===== src/rtl/alu_pkg.sv =====
// Shared definitions for the Alu command path: opcode encodings, the
// legality test used to reject unknown opcodes, and the issuer FSM states.
// The Alu and its bench use the same opcode constants.
package alu_pkg;

  localparam int OPC_W = 3;

  localparam logic [OPC_W-1:0] PARITY   = 3'd0;
  localparam logic [OPC_W-1:0] ROTR     = 3'd1;
  localparam logic [OPC_W-1:0] ROTL     = 3'd2;
  localparam logic [OPC_W-1:0] POPCOUNT = 3'd3;
  localparam logic [OPC_W-1:0] BITREV   = 3'd4;

  typedef enum logic [1:0] {
    IDLE = 2'd0,
    WAIT = 2'd1,
    RESP = 2'd2
  } state_t;

  // Opcodes 101..111 have no Alu operation behind them.
  function automatic logic is_legal_opcode(input logic [OPC_W-1:0] op);
    return (op <= BITREV);
  endfunction

endpackage


===== src/rtl/alu_cmd_fifo.sv =====
// Synchronous command FIFO for the Alu issuer.
// Ports:
//   clk, rst    clock and asynchronous active-high reset (flushes pointers)
//   push, wdata write one entry (ignored when full)
//   pop, rdata  rdata always shows the head; pop retires it (ignored when empty)
//   full, empty occupancy flags
//   level       number of entries held, 0..DEPTH
module alu_cmd_fifo #(
  parameter int WIDTH = 8,
  parameter int DEPTH = 4
) (
  input  logic                     clk,
  input  logic                     rst,
  input  logic                     push,
  input  logic [WIDTH-1:0]         wdata,
  input  logic                     pop,
  output logic [WIDTH-1:0]         rdata,
  output logic                     full,
  output logic                     empty,
  output logic [$clog2(DEPTH):0]   level
);

  localparam int AW = $clog2(DEPTH);

  // Pointers carry one extra bit so that equal indices can be told apart
  // as either empty (same wrap) or full (opposite wrap).
  logic [AW:0]      wr_ptr;
  logic [AW:0]      rd_ptr;
  logic [WIDTH-1:0] mem [DEPTH];
  logic             do_push;
  logic             do_pop;

  assign do_push = push && !full;
  assign do_pop  = pop && !empty;

  always_ff @(posedge clk or posedge rst) begin
    if (rst) begin
      wr_ptr <= '0;
      rd_ptr <= '0;
    end else begin
      if (do_push) wr_ptr <= wr_ptr + 1'b1;
      if (do_pop)  rd_ptr <= rd_ptr + 1'b1;
    end
  end

  // Storage is data only; the pointers alone define what is valid.
  always_ff @(posedge clk) begin
    if (do_push) mem[wr_ptr[AW-1:0]] <= wdata;
  end

  assign rdata = mem[rd_ptr[AW-1:0]];
  assign level = wr_ptr - rd_ptr;
  assign empty = (wr_ptr == rd_ptr);
  assign full  = (level == (AW+1)'(DEPTH));

endmodule


===== src/rtl/alu_cmd_issuer.sv =====
// Command-side front end for the clocked Alu. Buffers {opcode,A,B} commands,
// issues them one at a time, waits out the Alu latency and returns each
// result on a valid/ready response port. Illegal opcodes are answered with
// an error response and never reach the Alu.
// Ports:
//   clk, rst                       clock, asynchronous active-high reset
//   cmd_valid/cmd_ready            command handshake (cmd_ready = !full)
//   cmd_opcode, cmd_a, cmd_b       command fields
//   alu_opcode, alu_a, alu_b       registered Alu inputs
//   alu_result                     Alu output
//   rsp_valid/rsp_ready            response handshake
//   rsp_data, rsp_opcode, rsp_error response fields
//   busy                           FSM not idle or FIFO not empty
//   fifo_level                     commands currently buffered
module alu_cmd_issuer
  import alu_pkg::*;
#(
  parameter int DATA_WIDTH  = 256,
  parameter int FIFO_DEPTH  = 4,
  parameter int ALU_LATENCY = 1
) (
  input  logic                         clk,
  input  logic                         rst,
  input  logic                         cmd_valid,
  output logic                         cmd_ready,
  input  logic [OPC_W-1:0]             cmd_opcode,
  input  logic [DATA_WIDTH-1:0]        cmd_a,
  input  logic [DATA_WIDTH-1:0]        cmd_b,
  output logic [OPC_W-1:0]             alu_opcode,
  output logic [DATA_WIDTH-1:0]        alu_a,
  output logic [DATA_WIDTH-1:0]        alu_b,
  input  logic [DATA_WIDTH-1:0]        alu_result,
  output logic                         rsp_valid,
  input  logic                         rsp_ready,
  output logic [DATA_WIDTH-1:0]        rsp_data,
  output logic [OPC_W-1:0]             rsp_opcode,
  output logic                         rsp_error,
  output logic                         busy,
  output logic [$clog2(FIFO_DEPTH):0]  fifo_level
);

  localparam int ENTRY_W = OPC_W + 2*DATA_WIDTH;
  // Counter must hold ALU_LATENCY; the +2 keeps it at least one bit wide.
  localparam int CNT_W   = $clog2(ALU_LATENCY + 2);

  logic [ENTRY_W-1:0]    head;
  logic [OPC_W-1:0]      head_op;
  logic [DATA_WIDTH-1:0] head_a;
  logic [DATA_WIDTH-1:0] head_b;
  logic                  full;
  logic                  empty;
  logic                  push;
  logic                  pop;

  state_t                state;
  state_t                state_next;
  logic [CNT_W-1:0]      cnt;
  logic [CNT_W-1:0]      cnt_next;
  logic                  load_alu;
  logic                  load_err;
  logic                  capture;

  assign cmd_ready = !full;
  assign push      = cmd_valid && cmd_ready;

  alu_cmd_fifo #(
    .WIDTH (ENTRY_W),
    .DEPTH (FIFO_DEPTH)
  ) u_fifo (
    .clk   (clk),
    .rst   (rst),
    .push  (push),
    .wdata ({cmd_opcode, cmd_a, cmd_b}),
    .pop   (pop),
    .rdata (head),
    .full  (full),
    .empty (empty),
    .level (fifo_level)
  );

  assign head_op = head[ENTRY_W-1 -: OPC_W];
  assign head_a  = head[2*DATA_WIDTH-1 -: DATA_WIDTH];
  assign head_b  = head[DATA_WIDTH-1:0];

  always_ff @(posedge clk or posedge rst) begin
    if (rst) begin
      state <= IDLE;
      cnt   <= '0;
    end else begin
      state <= state_next;
      cnt   <= cnt_next;
    end
  end

  // Only IDLE pops, so a new command is never issued until the previous
  // response has been handed over; the Alu sees one command at a time.
  always_comb begin
    state_next = state;
    cnt_next   = cnt;
    pop        = 1'b0;
    load_alu   = 1'b0;
    load_err   = 1'b0;
    capture    = 1'b0;
    case (state)
      IDLE: begin
        if (!empty) begin
          pop = 1'b1;
          if (is_legal_opcode(head_op)) begin
            load_alu   = 1'b1;
            cnt_next   = CNT_W'(ALU_LATENCY);
            state_next = WAIT;
          end else begin
            load_err   = 1'b1;
            state_next = RESP;
          end
        end
      end
      WAIT: begin
        if (cnt == '0) begin
          capture    = 1'b1;
          state_next = RESP;
        end else begin
          cnt_next = cnt - CNT_W'(1);
        end
      end
      RESP: begin
        if (rsp_ready) state_next = IDLE;
      end
      default: state_next = IDLE;
    endcase
  end

  // Alu-side and response registers. The Alu inputs only change on a legal
  // issue, so an illegal command leaves them at their previous values.
  always_ff @(posedge clk or posedge rst) begin
    if (rst) begin
      alu_opcode <= '0;
      alu_a      <= '0;
      alu_b      <= '0;
      rsp_data   <= '0;
      rsp_opcode <= '0;
      rsp_error  <= 1'b0;
    end else begin
      if (load_alu) begin
        alu_opcode <= head_op;
        alu_a      <= head_a;
        alu_b      <= head_b;
      end
      if (load_err) begin
        rsp_data   <= '0;
        rsp_error  <= 1'b1;
        rsp_opcode <= head_op;
      end
      // alu_opcode is still holding the issued opcode at capture time.
      if (capture) begin
        rsp_data   <= alu_result;
        rsp_error  <= 1'b0;
        rsp_opcode <= alu_opcode;
      end
    end
  end

  assign rsp_valid = (state == RESP);
  assign busy      = (state != IDLE) || !empty;

endmodule

===== config.mk =====
export PLATFORM = sky130hd
export DESIGN_NAME = alu_cmd_issuer
export DESIGN_NICKNAME = d
export VERILOG_FILES = /design/src/rtl/alu_pkg.sv /design/src/rtl/alu_cmd_fifo.sv /design/src/rtl/alu_cmd_issuer.sv
export SDC_FILE = /design/constraint.sdc
export NUM_CORES = 2
export LEC_CHECK = 0
export CAP_MARGIN = 20
export CORE_AREA = 2 2 603 605
export CTS_CLUSTER_DIAMETER = 30
export DETAILED_ROUTE_END_ITERATION = 8
export DIE_AREA = 0 0 605 607
export PLACE_DENSITY = 0.52
export SLEW_MARGIN = 20
export SYNTH_ARGS = -nofsm -noshare
export SYNTH_HDL_FRONTEND = slang
export SYNTH_SLANG_ARGS = --single-unit

===== constraint.sdc =====
create_clock -name clk -period 52.7 [get_ports clk]
set_clock_uncertainty 0.1 [all_clocks]
set_input_delay 7.905 -clock clk [delete_from_list [all_inputs] [get_ports clk]]
set_output_delay 7.905 -clock clk [all_outputs]
set_load 0.02 [all_outputs]

==> results.sh <==
export IMPL_status="completed"
export IMPL_drv_slew=0
export IMPL_final_hold_violation_count=0
export IMPL_fin_crit_sh=0.258
export IMPL_synth_edf_count=2060
export IMPL_seqCellArea_um2=81500
export IMPL_crit_path_end_kind="register"
export IMPL_max_vdd_ir_drop_mv=0.0475
export IMPL_yosys_top_cells_area="edfxtp_1 (60%), dfrtp_1 (19%), mux4_2 (11%)"
export IMPL_clock_latency_ps=980
export IMPL_synth_ff_latch_count=2845
export IMPL_area_delta_synth_final_pct=42.9
export IMPL_cts_tree="built"
export IMPL_track_usage=0.188
export IMPL_h_tree_depth=6
export IMPL_hpwl_um=246000
export IMPL_arrival_ps=14070
export IMPL_r2r_end="u_fifo.mem[2][380]"
export IMPL_clock_sinks=2845
export IMPL_netlist_instances=4429
export IMPL_wl_per_cell_um=29.9
export IMPL_cts_setup_buffers=0
export IMPL_r2r_slack_ps=44900
export IMPL_path_cells="clkdlybuf4s50_1, inv_1, a31oi_1, and2_4, buf_4, buf_4, buf_4, buf_4, buf_4"
export IMPL_route_detailed_drc=0
export IMPL_grt_pass1_vias=58600
export IMPL_drtIter0Drc=3927
export IMPL_crit_path_frequent_cell="buf_4"
export IMPL_critPathSlowestCell="buf_4"
export IMPL_viasPerCell=4.61
export IMPL_io_buffers=1555
export IMPL_cts_root_buf="clkbuf_16"
export IMPL_syn_nets=5213
export IMPL_postLayoutCellArea_um2=147000
export IMPL_max_cap_violations=0
export IMPL_setup_viol=0
export IMPL_synth_area_um2=103000
export IMPL_path_max_fanout=64
export IMPL_critPathBufInv=7
export IMPL_ant_nets=0
export IMPL_post_route_util=0.408
export IMPL_synthFlopType="edfxtp_1"
export IMPL_routabilityCongestion=0.888
export IMPL_clk_pin_slew_ps=40
export IMPL_p_per_area_nw_per_um2=73.4
export IMPL_drtPass1Iterations=7
export IMPL_drt_total_wl_um=356000
export IMPL_overflow=0
export IMPL_r2r_cells=10
export IMPL_async_flop_share=0.276
export IMPL_rows=221
export IMPL_crit_type="in -> reg"
export IMPL_power_leakage_uw=0.0523
export IMPL_synth_top_cell_by_area="edfxtp_1"
export IMPL_max_slew_margin=0.241
export IMPL_fin_crit_ps=13580
export IMPL_ys_seq_area_frac=0.792
export IMPL_die_area_um2=367000
export IMPL_vias=55000
export IMPL_die_w_um=605
export IMPL_cpLargestDelayFamily="buffers and inverters"
export IMPL_min_delay_start="alu_a[41]"
export IMPL_core_area_um2=361000
export IMPL_rsz0062_at_grt="no"
export IMPL_numCtsBuffers=626
export IMPL_start_kind="primary input"
export IMPL_placed_area_um2=124000
export IMPL_clockBufferDepth=4
export IMPL_avgSynthCellArea_um2=23.2
export IMPL_drive_above_1_share=0.260
export IMPL_worst_pin_slew_ps=1140
export IMPL_synthTopCellsByCount="edfxtp_1 (2060), dfrtp_1 (785), mux4_2 (515)"
export IMPL_hold_buffers=0
export IMPL_ios=1556
export IMPL_fin_nets=7250
export IMPL_yosysUniqueCellTypes=36
export IMPL_dp_cells=10600
export IMPL_die_y_um=607
export IMPL_r2r_start="u_fifo.rd_ptr[0]"
export IMPL_multi_input_area_um2=20100
export IMPL_yosysTopAreaCellShare=0.601
export IMPL_holdCritPathClass="reg -> reg"
export IMPL_critical_path_required_ps=53190
export IMPL_cp_slowest_stage_delay_ps=910
export IMPL_holdPathEnd="alu_a[41]"
export IMPL_holdPathStages=1
export IMPL_yosysWarnings=0
export IMPL_synth_most_common_cell="edfxtp_1"
export IMPL_setup_tns_ps=0
export IMPL_cts_resized=0
export IMPL_grt_max_degree=143
export IMPL_antenna_found_initial=169
export IMPL_fmax_ghz=0.0736
export IMPL_fill_cells=31900
export IMPL_initial_utilization=0.285
export IMPL_grt_pass1_wl_um=480000
export IMPL_instances_no_fill=11900
-- per-layer routing --
| layer | vias to the layer above | wire (µm) | track usage |
|---|---|---|---|
| met5 | - | 568 | 0 |
| met4 | 90 | 22500 | 0.122 |
| met3 | 821 | 28600 | 0.0625 |
| met2 | 2242 | 177000 | 0.314 |
| met1 | 29100 | 127000 | 0.206 |
| li1 | 22700 | - | - |
-- cells by family after synthesis --
group,count (synthesis),synth area share
multiplexers,1033,0.169
flip-flops,2845,0.792
buffers and inverters,242,0.0127
AND/OR/NAND/NOR,22,0.00117
AO/OA/AOI/OAI,272,0.0229
adder cells (fa/ha/maj),9,0.00117
XOR/XNOR,6,0.000657
-- cell usage in the layout, fill, tap and decap left out, types with 4 or more instances in the layout --
cell type and n:
dfrtp_1 783, mux2_2 169, clkbuf_8 51, clkdlybuf4s50_1 1555, clkinv_1 39, a22o_1 256
clkinv_2 85, ha_1 8, inv_16 13, clkinv_8 8, clkbuf_1 87, and2_4 5
inv_1 11, bufinv_16 99, clkinv_16 28, buf_4 70, mux2_1 349, clkbuf_16 635
diode_2 119, inv_6 22, clkinv_4 38, nand2_1 6, mux4_2 515, clkinvlp_4 62
xnor2_1 4, edfxtp_1 2060, buf_12 10
-- cell type report --
type	count	share of cell area
Antenna cell	119	0.00202
Clock inverter	396	0.0394
Timing Repair Buffer	1639	0.111
Tap cell	4794	0.0408
Sequential cell	2845	0.554
Clock buffer	773	0.115
Multi-Input combinational cell	1342	0.137
Inverter	12	0.000357
-- stage by stage --
stage	hold slack, ps	worst slack, ps	total power [µW]
final	381	39120	10800
after global routing	395	38690	11200
after CTS	385	38950	10900
after detailed placement	374	37860	6780
after global placement	369	37780	6740
after floorplan	350	22650	5500
-- how the worst max path moves through the flow --
stage,start,cells after the start,end,slack [ps]
6_report,cmd_valid,9,u_fifo.mem[2][380],39120
5_1_grt,cmd_valid,9,u_fifo.mem[2][387],38690
4_1_cts,cmd_valid,9,u_fifo.mem[2][115],38950
3_5_place_dp,cmd_valid,9,u_fifo.mem[2][406],37860
3_3_place_gp,cmd_valid,9,u_fifo.mem[2][115],37780
2_1_floorplan,rst,1,alu_a[0],22650
-- sequential cells by signal (all words and copies together), names as in the netlist --
name           count
u_fifo.mem      2060
alu_a            256
alu_b            256
rsp_data         256
alu_opcode         3
rsp_opcode         3
u_fifo.rd_ptr      3
u_fifo.wr_ptr      3
cnt                2
state              2
rsp_error          1
-- power by group --
group,switching (µW),internal [µW]
Sequential,310,3190
Clock,1320,2790
Combinational,1770,1410
No activity file was read; power rests on OpenSTA's default activity.
